--- config.mk ---
export PLATFORM = sky130hd
export DESIGN_NAME = fpga_reg_arbiter
export DESIGN_NICKNAME = d
export VERILOG_FILES = /design/src/rtl/fpga_reg_arbiter.sv
export SDC_FILE = /design/constraint.sdc
export NUM_CORES = 1
export LEC_CHECK = 0
export CORE_UTILIZATION = 38
export DETAILED_ROUTE_END_ITERATION = 6
export PLACE_DENSITY_LB_ADDON = 0.08
export SLEW_MARGIN = 20
export SYNTH_ARGS = -nofsm -noshare
export SYNTH_HDL_FRONTEND = slang
export SYNTH_SLANG_ARGS = --single-unit
--- constraint.sdc ---
create_clock -name clk -period 2.8 [get_ports clk]
set_input_delay 0.56 -clock clk [delete_from_list [all_inputs] [get_ports clk]]
set_output_delay 0.56 -clock clk [all_outputs]
set_load 0.02 [all_outputs]
--- src/rtl/fpga_reg_arbiter.sv ---
// Round-robin arbiter that shares the 4 x 32-bit FPGA register slave between two Avalon-MM masters.
// Each transaction runs IDLE -> ACCESS -> DONE, so the slave sees exactly one registered strobe cycle.
module fpga_reg_arbiter #(
   parameter int DATA_W = 32,
   parameter int ADDR_W = 2
) (
   input  logic              clk,
   input  logic              reset,
   input  logic [ADDR_W-1:0] m0_address,
   input  logic              m0_read,
   input  logic              m0_write,
   input  logic [DATA_W-1:0] m0_writedata,
   output logic [DATA_W-1:0] m0_readdata,
   output logic              m0_waitrequest,
   input  logic [ADDR_W-1:0] m1_address,
   input  logic              m1_read,
   input  logic              m1_write,
   input  logic [DATA_W-1:0] m1_writedata,
   output logic [DATA_W-1:0] m1_readdata,
   output logic              m1_waitrequest,
   output logic [ADDR_W-1:0] avs_address,
   output logic              avs_chipselect,
   output logic              avs_write_n,
   output logic [DATA_W-1:0] avs_writedata,
   input  logic [DATA_W-1:0] avs_readdata
);

   typedef enum logic [1:0] {IDLE, ACCESS, DONE} state_t;

   state_t            state_q, state_d;
   logic              last_grant_q, last_grant_d;
   logic              grant_q, grant_d;
   logic              is_write_q, is_write_d;
   logic [ADDR_W-1:0] addr_q, addr_d;
   logic [DATA_W-1:0] wdata_q, wdata_d;
   logic [DATA_W-1:0] m0_rdata_q, m0_rdata_d;
   logic [DATA_W-1:0] m1_rdata_q, m1_rdata_d;
   logic              cs_q, cs_d;
   logic              write_n_q, write_n_d;
   logic              m0_req, m1_req, grant_sel;

   assign m0_req = m0_read | m0_write;
   assign m1_req = m1_read | m1_write;

   always_comb begin
      state_d      = state_q;
      last_grant_d = last_grant_q;
      grant_d      = grant_q;
      is_write_d   = is_write_q;
      addr_d       = addr_q;
      wdata_d      = wdata_q;
      m0_rdata_d   = m0_rdata_q;
      m1_rdata_d   = m1_rdata_q;
      cs_d         = cs_q;
      write_n_d    = write_n_q;
      // Contention goes to whoever did not win last time; otherwise the lone requester wins.
      grant_sel    = (m0_req && m1_req) ? ~last_grant_q : m1_req;
      case (state_q)
         IDLE: begin
            if (m0_req || m1_req) begin
               grant_d      = grant_sel;
               last_grant_d = grant_sel;
               is_write_d   = grant_sel ? m1_write : m0_write;
               addr_d       = grant_sel ? m1_address : m0_address;
               wdata_d      = grant_sel ? m1_writedata : m0_writedata;
               cs_d         = 1'b1;
               write_n_d    = grant_sel ? ~m1_write : ~m0_write;
               state_d      = ACCESS;
            end
         end
         ACCESS: begin
            if (!is_write_q) begin
               if (grant_q) m1_rdata_d = avs_readdata;
               else         m0_rdata_d = avs_readdata;
            end
            cs_d      = 1'b0;
            write_n_d = 1'b1;
            state_d   = DONE;
         end
         DONE:    state_d = IDLE;
         default: state_d = IDLE;
      endcase
   end

   always_ff @(posedge clk) begin
      if (reset) begin
         state_q      <= IDLE;
         last_grant_q <= 1'b1;
         grant_q      <= 1'b0;
         is_write_q   <= 1'b0;
         addr_q       <= '0;
         wdata_q      <= '0;
         m0_rdata_q   <= '0;
         m1_rdata_q   <= '0;
         cs_q         <= 1'b0;
         write_n_q    <= 1'b1;
      end else begin
         state_q      <= state_d;
         last_grant_q <= last_grant_d;
         grant_q      <= grant_d;
         is_write_q   <= is_write_d;
         addr_q       <= addr_d;
         wdata_q      <= wdata_d;
         m0_rdata_q   <= m0_rdata_d;
         m1_rdata_q   <= m1_rdata_d;
         cs_q         <= cs_d;
         write_n_q    <= write_n_d;
      end
   end

   // Reset masks the strobe in the same cycle so an ACCESS caught by reset never commits.
   assign avs_chipselect = cs_q & ~reset;
   assign avs_write_n    = write_n_q | reset;
   assign avs_address    = addr_q;
   assign avs_writedata  = wdata_q;
   assign m0_readdata    = m0_rdata_q;
   assign m1_readdata    = m1_rdata_q;
   assign m0_waitrequest = ~((state_q == DONE) && !grant_q);
   assign m1_waitrequest = ~((state_q == DONE) && grant_q);

endmodule

# Yosys cells after proc, flatten, opt, wreduce, memory -nomap -nowiden
# Index checks and enable logic that the tools add are counted.
# op_classes
n_bitwise	12
mux	11
n_reduce_logical	11
n_eq_ne	3
# op_table
op	count
$mux W32	1
$not A1 Y1	8
$reduce_and A3 Y1	2
$mux W1	5
$mux W2	2
$pmux W1 S2	2
$pmux W2 S2	1
$reduce_and A2 Y1	2
$logic_and A1 B1 Y1	3
$or A1 B1 Y1	3
$eq A2 B1 Y1 const B	1
$eq A2 B2 Y1 const B	1
$logic_not A2 Y1	1
$ne A2 B2 Y1 const B	1
$reduce_bool A2 Y1	1
$and A1 B1 Y1	1
$logic_not A1 Y1	1
$logic_or A1 B1 Y1	1
# totals
word_cells	47
input_bits	106
out_inout_bits	102
reg_bits	105

# Depth between registers and ports, before layout
# depth
ltp_word	6
mapped_depth	6
ltp_nobuf	4

# Worst setup path before layout
# Ideal clock, no wire load.
# synth_timing
path_type	input port to output port
startpoint	in reset
endpoint	out avs_chipselect
n_path_buf	2
path_slack_ns	1.025
arrival_time_ns	1.215
cell_stages	3
required_time_ns	2.240
cell_sequence	clkbuf_1 > clkbuf_1 > nor2b_1
# synth_between
elab_chain_cells	2
# synth_rtl
item	line	rtl
from (decl)	8	input logic reset,
$not A1 Y1	112	assign avs_chipselect = cs_q & ~reset;
$and A1 B1 Y1	112	
to (decl)	22	output logic avs_chipselect,
# No other way between the ends.

# Worst setup path after layout
# layout_timing
startpoint	reg state_q[1]
endpoint	out m0_waitrequest
# layout_between
elab_chain_cells	3
# layout_rtl
item	line	rtl
from (decl)	30	state_t state_q, state_d;
from (signal assigned)	98	state_q <= state_d;
$eq A2 B2 Y1	118	assign m0_waitrequest = ~((state_q == DONE) && !grant_q);
$logic_and A1 B1 Y1	118	
$not A1 Y1	118	
to (decl)	14	output logic m0_waitrequest,
# No other way between the ends.

==> qor.yml <==
rsz0062_at_grt: "false"
worst_slack_ns: 0.375
pwr-share-comb_pct: 25.6
finalSetupViolations: 0
core_um2: 10200
cts-root-buf: "clkbuf_8"
start_util_pct: 38.9
power.internal_mw: 2.56
postCtsSetupRepairBufs: 0
instances_no_fill: 835
multiInputGateArea_um2: 1700
crit_arrival_ns: 1.86
syn_area_um2: 3980
drt_first_pass_iters: 4
skew_ns: 0.00923
drt-total-wl_um: 11900
grt_util_all_layers_pct: 21.6
final_max_slew_viol_count: 0
routed-wl-met3_um: 800
synth-seq-cells: 105
antenna_left: 0
cts_resized: 0
path_max_fanout: 5
die_w_um: 104
nets: 800
synth.lib_cells_used.distinct: 28
yosys_warnings: 0
cts_tree: "done"
slew_headroom_pct: 53.1
wl_per_cell_um: 14.2
power_density_nw_per_um2: 571
clock_latency_ns: 0.35
r2r-start: "state_q[0]"
dp_cells: 819
grt_pass1_vias: 3900
min_period_ns: 2.42
antenna_found_initial: 1
yosysTopAreaCell: "dfxtp_1"
wl_met1_um: 4980
regArea_um2: 2100
worstPathRequired_ns: 2.24
min_from: "cs_q"
numCtsBuffers: 9
die_h_um: 104
io_buffers: 207
setup_tns_ns: 0
dieArea_um2: 10900
hold_class: "reg2reg"
final_cell_mix: "clkdlybuf4s50_1 (206), nand2_1 (165), a21oi_1 (120)"
postLayoutCoreUtil_pct: 62.0
drc: 0
power_switching_mw: 1.06
criticalPathCategory: "reg2out"
startpoint: "state_q[1]"
area_growth_pct: 59.4
dp_hpwl_um: 8430
synth.area.top_cells: "dfxtp_1 (53%), nand2_1 (16%), a21oi_1 (15%)"
hold_buffers: 0
status: "completed"
layout_commonest_cell: "clkdlybuf4s50_1"
avgSynthCellArea_um2: 7.87
stdcell_area_um2: 6350
critPathLaunchType: "flop"
cts_buffer_depth: 2
vdd_drop_max_mv: 0.266
ys_seq_area_share_pct: 52.8
clkPwrFrac_pct: 27.9
sequentialPowerShare_pct: 46.5
clkTransAtPathRegs_ns: 0.10
drtIter0Drc: 194
wl_met2_um: 5750
dp_slack_ns: 0.412
gp_congestion: 0.799
endpoint_kind: "primary output"
period_share_pct: 86.6
place_area_um2: 6130
syn_inst: 506
vias: 4125
fillers: 914
highest_layer: "met4"
grt_max_degree: 47
synth_top_area_share_pct: 52.8
fmax_ghz: 0.412
via_per_inst: 4.94
boundaryPins: 208
maxCapViolCount: 0
grt_overflow: 0
std_cell_rows: 37
syn_nets: 612
htree_levels: 3
p_leak_nw: 2.28
finalHoldViolCount: 0
grt_pass1_wl_um: 18900
cts.sinks: 105
swShare_pct: 29.3
layout-drive-gt1-share_pct: 5.44
tightest_slew_ns: 0.703
-- sequential cells by signal (all words and copies together) (netlist names) --
name	count
avs_address	2
grant_q	1
cs_q	1
m1_readdata	32
avs_writedata	32
m0_readdata	32
write_n_q	1
is_write_q	1
last_grant_q	1
state_q	2
-- synthesized netlist by cell type (all sizes together) --
cell and number:
clkbuf 21, o211ai 1, inv 2, nand2b 2, nor2 20, a211o 1
a21oi 120, nor4 1, nand2 165, or3b 2, a31o 1, nand3b 1
nor3 1, o21ai 22, dfxtp 105, nor3b 2, buf 19, or2 1
a211oi 16, or3 1, nor2b 2
-- cells by family (layout without fill, tap and decap cells) --
logic type,Yosys count,count (layout),synth area share (%)
compound gates,161,161,21.8
flops,105,105,52.8
simple gates,198,198,20.3
buf+inv,42,234,5.15
other cells,0,1,0
-- final timing paths --
kind	to	slack, ns	cells past startpoint
worst max-delay path	m0_waitrequest	0.38	2
worst min-delay path	cs_q	0.45	2
worst max register to register	m1_readdata[21]	1.01	4
worst min register to register	cs_q	0.45	2
-- per-stage QoR --
stage,total power [mW],hold slack [ns]
4_1_cts,3.65,0.458
3_5_place_dp,2.65,0.445
5_1_grt,3.79,0.478
2_1_floorplan,2.17,0.432
3_3_place_gp,2.63,0.440
6_report,3.62,0.455
-- layer usage --
layer  track usage [%]  vias up
met5                 0        -
met4              9.90        0
met3              4.14       25
met2              36.4      165
met1              26.7     1876
li1                  -     2059
-- critical path, cell delays in order (launching register included) --
cell and delay [ns]:
dfxtp_1 0.46, or3b_2 0.46, clkdlybuf4s50_1 0.59
-- area by class of cell --
cell class	count	area share, %
repair buffers	217	33.9
flip-flops and latches	105	33.1
multi-input cells	359	26.7
well taps	136	2.68
clock buffers	9	1.95
clock inverters	6	1.44
inverters	2	0.118
diodes	1	0.0394
-- power groups by stage --
stage / Sequential [mW] / Combinational, mW / Clock [mW]
after floorplan: 1.84 / 0.328 / 0
after global placement: 1.72 / 0.913 / 0
after detailed placement: 1.72 / 0.928 / 0
after CTS: 1.69 / 0.931 / 1.04
after global routing: 1.70 / 0.998 / 1.09
final: 1.68 / 0.928 / 1.01
(Power assumes the default switching activity.)
